<file path="src/rtl/fetch_unit_if.sv">
// Fetch-stage bundle: imem read port, redirect request and decode-side queue handshake.
// master = fetch_unit, slave = imem/decode/redirect environment.
interface fetch_unit_if #(
    parameter int ADDR_WIDTH = 8,
    parameter int DATA_WIDTH = 32,
    parameter int FQ_DEPTH   = 4
);
    localparam int CW = $clog2(FQ_DEPTH) + 1;

    logic                  imem_csb0;
    logic                  imem_web0;
    logic [ADDR_WIDTH-1:0] imem_addr0;
    logic [DATA_WIDTH-1:0] imem_din0;
    logic [DATA_WIDTH-1:0] imem_dout0;

    logic                  redirect_valid;
    logic [ADDR_WIDTH-1:0] redirect_pc;

    logic                  inst_valid;
    logic                  inst_ready;
    logic [DATA_WIDTH-1:0] inst_data;
    logic [ADDR_WIDTH-1:0] inst_pc;
    logic [CW-1:0]         fq_count;

    modport master (
        output imem_csb0, imem_web0, imem_addr0, imem_din0,
        input  imem_dout0,
        input  redirect_valid, redirect_pc,
        output inst_valid, inst_data, inst_pc, fq_count,
        input  inst_ready
    );

    modport slave (
        input  imem_csb0, imem_web0, imem_addr0, imem_din0,
        output imem_dout0,
        output redirect_valid, redirect_pc,
        input  inst_valid, inst_data, inst_pc, fq_count,
        output inst_ready
    );
endinterface

</file>
<file path="src/rtl/fetch_unit.sv">
// Fetch stage: PC + imem read port + in-order fetch queue; first instruction at head 2 edges after issue.
// Backpressure by credit: issue only when queue entries plus the in-flight request leave room.
module fetch_unit #(
    parameter int                    ADDR_WIDTH = 8,
    parameter int                    DATA_WIDTH = 32,
    parameter int                    FQ_DEPTH   = 4,
    parameter logic [ADDR_WIDTH-1:0] RESET_PC   = '0
) (
    input  logic        clk,
    input  logic        rst_n,
    fetch_unit_if.master bus
);
    localparam int PW = $clog2(FQ_DEPTH);
    localparam int CW = PW + 1;

    typedef struct packed {
        logic [ADDR_WIDTH-1:0] pc;
        logic [DATA_WIDTH-1:0] dat;
    } fq_entry_t;

    logic [ADDR_WIDTH-1:0] pc_q, pc_d;
    logic [ADDR_WIDTH-1:0] pend_pc_q, pend_pc_d;
    logic                  req_pending_q, req_pending_d;
    logic [PW-1:0]         head_q, head_d;
    logic [PW-1:0]         tail_q, tail_d;
    logic [CW-1:0]         count_q, count_d;

    fq_entry_t             fq_mem [FQ_DEPTH];

    logic                  issue;
    logic                  push;
    logic                  pop;
    logic [CW:0]           credit_used;

    // A pop in the same cycle is deliberately not credited, keeping issue off the ready path.
    assign credit_used = {1'b0, count_q} + {{CW{1'b0}}, req_pending_q};
    assign issue       = rst_n && !bus.redirect_valid &&
                         (credit_used < (CW+1)'(FQ_DEPTH));
    assign push        = req_pending_q && !bus.redirect_valid;
    assign pop         = (count_q != '0) && bus.inst_ready && !bus.redirect_valid;

    always_comb begin
        pc_d          = pc_q;
        pend_pc_d     = pend_pc_q;
        req_pending_d = req_pending_q;
        head_d        = head_q;
        tail_d        = tail_q;
        count_d       = count_q;

        if (bus.redirect_valid) begin
            // Flush drops the queue and the in-flight response together.
            pc_d          = bus.redirect_pc;
            req_pending_d = 1'b0;
            head_d        = tail_q;
            count_d       = '0;
        end else begin
            req_pending_d = issue;
            if (issue) begin
                pc_d      = pc_q + ADDR_WIDTH'(1);
                pend_pc_d = pc_q;
            end
            if (push) begin
                tail_d = tail_q + PW'(1);
            end
            if (pop) begin
                head_d = head_q + PW'(1);
            end
            case ({push, pop})
                2'b10:   count_d = count_q + CW'(1);
                2'b01:   count_d = count_q - CW'(1);
                default: count_d = count_q;
            endcase
        end
    end

    always_ff @(posedge clk or negedge rst_n) begin
        if (!rst_n) begin
            pc_q          <= RESET_PC;
            pend_pc_q     <= '0;
            req_pending_q <= 1'b0;
            head_q        <= '0;
            tail_q        <= '0;
            count_q       <= '0;
        end else begin
            pc_q          <= pc_d;
            pend_pc_q     <= pend_pc_d;
            req_pending_q <= req_pending_d;
            head_q        <= head_d;
            tail_q        <= tail_d;
            count_q       <= count_d;
        end
    end

    always_ff @(posedge clk) begin
        if (push) begin
            fq_mem[tail_q] <= '{pc: pend_pc_q, dat: bus.imem_dout0};
        end
    end

    assign bus.imem_csb0  = !issue;
    assign bus.imem_web0  = 1'b1;
    assign bus.imem_addr0 = pc_q;
    assign bus.imem_din0  = '0;

    assign bus.inst_valid = (count_q != '0);
    assign bus.inst_data  = fq_mem[head_q].dat;
    assign bus.inst_pc    = fq_mem[head_q].pc;
    assign bus.fq_count   = count_q;
endmodule

</file>
<file path="src/flat_wrapper.sv">
// flat-port wrapper written by rule: the top's interface ports become plain ports
module fetch_unit_flat 
#(
    parameter int                    ADDR_WIDTH = 8,
    parameter int                    DATA_WIDTH = 32,
    parameter int                    FQ_DEPTH   = 4,
    parameter logic [ADDR_WIDTH-1:0] RESET_PC   = '0
)
  (clk, rst_n, bus_imem_csb0, bus_imem_web0, bus_imem_addr0, bus_imem_din0, bus_imem_dout0, bus_redirect_valid, bus_redirect_pc, bus_inst_valid, bus_inst_data, bus_inst_pc, bus_fq_count, bus_inst_ready);
  fetch_unit_if #(.ADDR_WIDTH(ADDR_WIDTH), .DATA_WIDTH(DATA_WIDTH), .FQ_DEPTH(FQ_DEPTH)) bus_i ();
  input  logic clk;
  input  logic rst_n;
  output wire logic [$bits(bus_i.imem_csb0)-1:0] bus_imem_csb0;
  output wire logic [$bits(bus_i.imem_web0)-1:0] bus_imem_web0;
  output wire logic [$bits(bus_i.imem_addr0)-1:0] bus_imem_addr0;
  output wire logic [$bits(bus_i.imem_din0)-1:0] bus_imem_din0;
  input wire logic [$bits(bus_i.imem_dout0)-1:0] bus_imem_dout0;
  input wire logic [$bits(bus_i.redirect_valid)-1:0] bus_redirect_valid;
  input wire logic [$bits(bus_i.redirect_pc)-1:0] bus_redirect_pc;
  output wire logic [$bits(bus_i.inst_valid)-1:0] bus_inst_valid;
  output wire logic [$bits(bus_i.inst_data)-1:0] bus_inst_data;
  output wire logic [$bits(bus_i.inst_pc)-1:0] bus_inst_pc;
  output wire logic [$bits(bus_i.fq_count)-1:0] bus_fq_count;
  input wire logic [$bits(bus_i.inst_ready)-1:0] bus_inst_ready;
  assign bus_imem_csb0 = bus_i.imem_csb0;
  assign bus_imem_web0 = bus_i.imem_web0;
  assign bus_imem_addr0 = bus_i.imem_addr0;
  assign bus_imem_din0 = bus_i.imem_din0;
  assign bus_i.imem_dout0 = bus_imem_dout0;
  assign bus_i.redirect_valid = bus_redirect_valid;
  assign bus_i.redirect_pc = bus_redirect_pc;
  assign bus_inst_valid = bus_i.inst_valid;
  assign bus_inst_data = bus_i.inst_data;
  assign bus_inst_pc = bus_i.inst_pc;
  assign bus_fq_count = bus_i.fq_count;
  assign bus_i.inst_ready = bus_inst_ready;
  fetch_unit #(.ADDR_WIDTH(ADDR_WIDTH), .DATA_WIDTH(DATA_WIDTH), .FQ_DEPTH(FQ_DEPTH), .RESET_PC(RESET_PC)) u_core (.clk(clk), .rst_n(rst_n), .bus(bus_i));
endmodule
</file>
<file path="config.mk">
export PLATFORM = sky130hd
export DESIGN_NAME = fetch_unit_flat
export DESIGN_NICKNAME = d
export VERILOG_FILES = /design/src/rtl/fetch_unit_if.sv /design/src/rtl/fetch_unit.sv /design/src/flat_wrapper.sv
export SDC_FILE = /design/constraint.sdc
export NUM_CORES = 1
export LEC_CHECK = 0
export BUFFER_PORTS_ARGS = -buffer_cell sky130_fd_sc_hd__buf_2
export CAP_MARGIN = 20
export CORE_MARGIN = 5
export CORE_UTILIZATION = 30
export DETAILED_ROUTE_END_ITERATION = 8
export GPL_TIMING_DRIVEN = 0
export PLACE_DENSITY = 0.58
export REMOVE_ABC_BUFFERS = 1
export SYNTH_ARGS = -nofsm -noshare
export SYNTH_HDL_FRONTEND = slang
export SYNTH_SLANG_ARGS = --single-unit
</file>
<file path="constraint.sdc">
create_clock -name clk -period 2.21 [get_ports clk]
set_input_delay 0.221 -clock clk [delete_from_list [all_inputs] [get_ports clk]]
set_output_delay 0.221 -clock clk [all_outputs]
set_load 0.01 [all_outputs]
</file>
==> metrics <==
run status=completed; Top FF cell, synth=edfxtp_1; grt total ovfl=0; Clk pin slew, worst setup/hold paths=0.07 ns; CP max-delay cell=mux4_2; fillers=2306; Syn. warnings=0; Yosys top cell by area=edfxtp_1; Seq pwr share=44.2%; TNS Setup=0 ns; number of H-tree levels=4; Comb power frac=24.7%; ys async rst share=13.0%; synthesized area per cell=approximately 20 sq um; Max Transition Viols Final=0; DIE WIDTH=166 microns; maximum fanout along the worst path=20; critical path arrival=1.88 ns; first-pass GRT wire length=roughly 22 mm; CP cell instances=clkbuf_16 -> mux4_2 -> buf_2; register area share after synthesis=74.3%; sw frac=28.1%; Pwr Density=between 1000 and 1500 mW/mm^2; maximum VDD drop=0.563 mV; Clk pwr share=between 30% and 40%; Post-synth EDFFs=160; WL met3=between 700 and 800 microns; Power Internal=7.36 mW; Design Power=10.2 mW; Initial Util=30.2%; slew margin rel.=58.2%; Routed WL=13.9 mm; final hold vios=0; drt first pass iters=4; Slew @ Worst Pin=0.627 ns; TritonCTS clock tree=built; Hold WC Path Type=input pin to flip-flop; Clock Tree Buf Depth=2; switching pwr=~2.9 mW; IO buf count=96; Synth top area share=66.1%; Hold WS=between 0.02 and 0.025 ns; Pleak=3.14 nW; Setup CP Type=flip-flop to output pin; Critical Path Max Stage Delay=between 0.5 and 0.6 ns; Final Non-Filler Cells=811; CP Capture Type=output pin; CTS root buffer=clkbuf_16; Worst-Skew Late Latency=0.42 ns; clock sink count=184; Nets=525; fmax=0.475 GHz; vias=3545; # setup viols final=0; row cnt=57; Worst Path Required=1.99 ns; MaxCap Viol Count=0; largest net degree at the start of global routing=41; number of CTS-inserted buffers=17; initial antenna violation count=0; Setup Skew=0.00756 ns; first-iteration detailed-routing DRC count=212; Cell Area, Synth=about 0.0073 sq mm; pre-CTS setup slack=0.0506 ns; DRC=0; post-synth cell types=42; Seq cells post-synth=around 180; cell with the most instances after synthesis=edfxtp_1; top cells by area, synth=edfxtp_1 (66%), mux4_2 (12%), dfrtp_1 (8.3%); setup ws final=0.107 ns; vias in the first global route=3906; DP HPWL=8.86 mm; Layout area overhead=21.2%; gr usage total=10.1%; routed wl met2=6.87 mm; Top Layer Used=met4; antenna fix cells=0; CORE AREA=0.0241 sq mm; post-layout min period=2.10 ns; number of I/O pins=between 100 and 150; Post-Synthesis Cells=362; Placed Cells=772; routed len/inst=17.1 microns; DIE HEIGHT=166 microns; Placer Congestion=0.805; Total Die Area=0.0274 sq mm; remaining antenna violation count=0; RSZ-0062 raised after global routing=yes; Metal-1 WL=6.14 mm; layout cells sized above 1=about two fifths; CP Launch Type=flip-flop; Commonest cells post-synth=edfxtp_1 (160), mux4_2 (40), buf_4 (34); Final Cycle Share=95.2%; vias per cell=4.37
-- sequential cells by signal, indices dropped and copies added (netlist names) --
signal	flops
u_core.bus.fq_count	3
u_core.bus.imem_addr0	8
u_core.fq_mem	160
u_core.head_q	2
u_core.pend_pc_q	8
u_core.req_pending_q	1
u_core.tail_q	2
-- cells by family after synthesis --
logic type / Yosys count / synth area share [%]
flip-flops: 184 / 74.3
AO/OA/AOI/OAI: 21 / 2.19
XOR/XNOR: 5 / 0.602
multiplexers: 47 / 13.5
AND/OR/NAND/NOR: 45 / 3.36
adder cells (fa/ha/maj): 6 / 1.14
buffers and inverters: 52 / 4.82
other: 2 / 0.103
-- path summary, 6_finish.rpt --
path	startpoint	endpoint	slack, ns	cells past startpoint
worst max-delay path	u_core.head_q[0]	bus_inst_pc[0]	0.11	3
worst min-delay path	bus_imem_dout0[2]	u_core.fq_mem[1][2]	0.02	1
worst max register to register	u_core.req_pending_q	u_core.fq_mem[0][18]	0.11	3
worst min register to register	u_core.pend_pc_q[4]	u_core.fq_mem[2][36]	0.52	0
max in group asynchronous	rst_n	u_core.head_q[1]	1.63	2
min in group asynchronous	rst_n	u_core.bus.fq_count[0]	0.28	2
-- metal layers --
layer	vias to the layer above	GRT usage (%)
met4	0	2.69
met5	-	0
met1	1822	12.6
met3	8	3.29
met2	118	16.9
li1	1597	-
-- layout by cell type, fill, tap and decap left out, types with 3 or more instances in the layout --
cell           instances
o21ai_0                6
inv_1                  4
nand3_1                3
xnor2_1                3
buf_2                 95
a221o_1                4
nor3_1                 4
ha_1                   5
nand2_1               14
and3_1                 4
bufinv_16              4
mux4_2                40
mux2_1                 4
edfxtp_1             160
dlygate4sd3_1          7
clkbuf_16             18
nor2_1                 4
and2_2                 4
dfrtp_1               22
inv_6                  5
conb_1                33
buf_12                 5
-- final cells by class --
type,count,area [sq um],share of cell area [%]
clock buffer,17,425,4.83
clock inverter,14,193,2.19
inverter,5,23.8,0.270
multi-input combinational,157,1650,18.7
sequential,184,5410,61.4
tap,324,405,4.60
timing repair buffer,110,706,8.01
-- power groups by stage --
stage               Sequential (mW)  Combinational, mW  Clock [mW]
floorplan                      4.67               1.38           0
global placement               4.86               2.15           0
detailed placement             4.59               2.54           0
CTS                            4.52               2.55        3.27
global route                   4.58               2.78        3.44
finish                         4.53               2.53        3.18
-- critical path, delay by kind of cell (launching register included) --
kind	cells	cell delay, ns
buffers and inverters	2	0.42
flip-flops	1	0.50
multiplexers	1	0.53
-- metrics by stage --
| step | utilization, % | cell area (sq um) |
|---|---|---|
| 2_1_floorplan | - | 7060 |
| 3_3_place_gp | 33.0 | 7950 |
| 3_5_place_dp | 33.5 | 8080 |
| 4_1_cts | 36.4 | 8760 |
| 5_1_grt | 36.6 | 8810 |
| 6_report | 36.6 | 8810 |
-- repair_timing --
| item | 4_1_cts | 5_1_grt |
|---|---|---|
| endpoints found under the hold margin | 44 | 3 |
| endpoints found under the setup margin | 20 | 117 |
| buffers inserted | 0 | 0 |
| gates resized for setup | 1 | 2 |
| gates cloned | 0 | 1 |
| hold buffers | 6 | 1 |
Note: power is estimated with default switching activity, not from simulation.
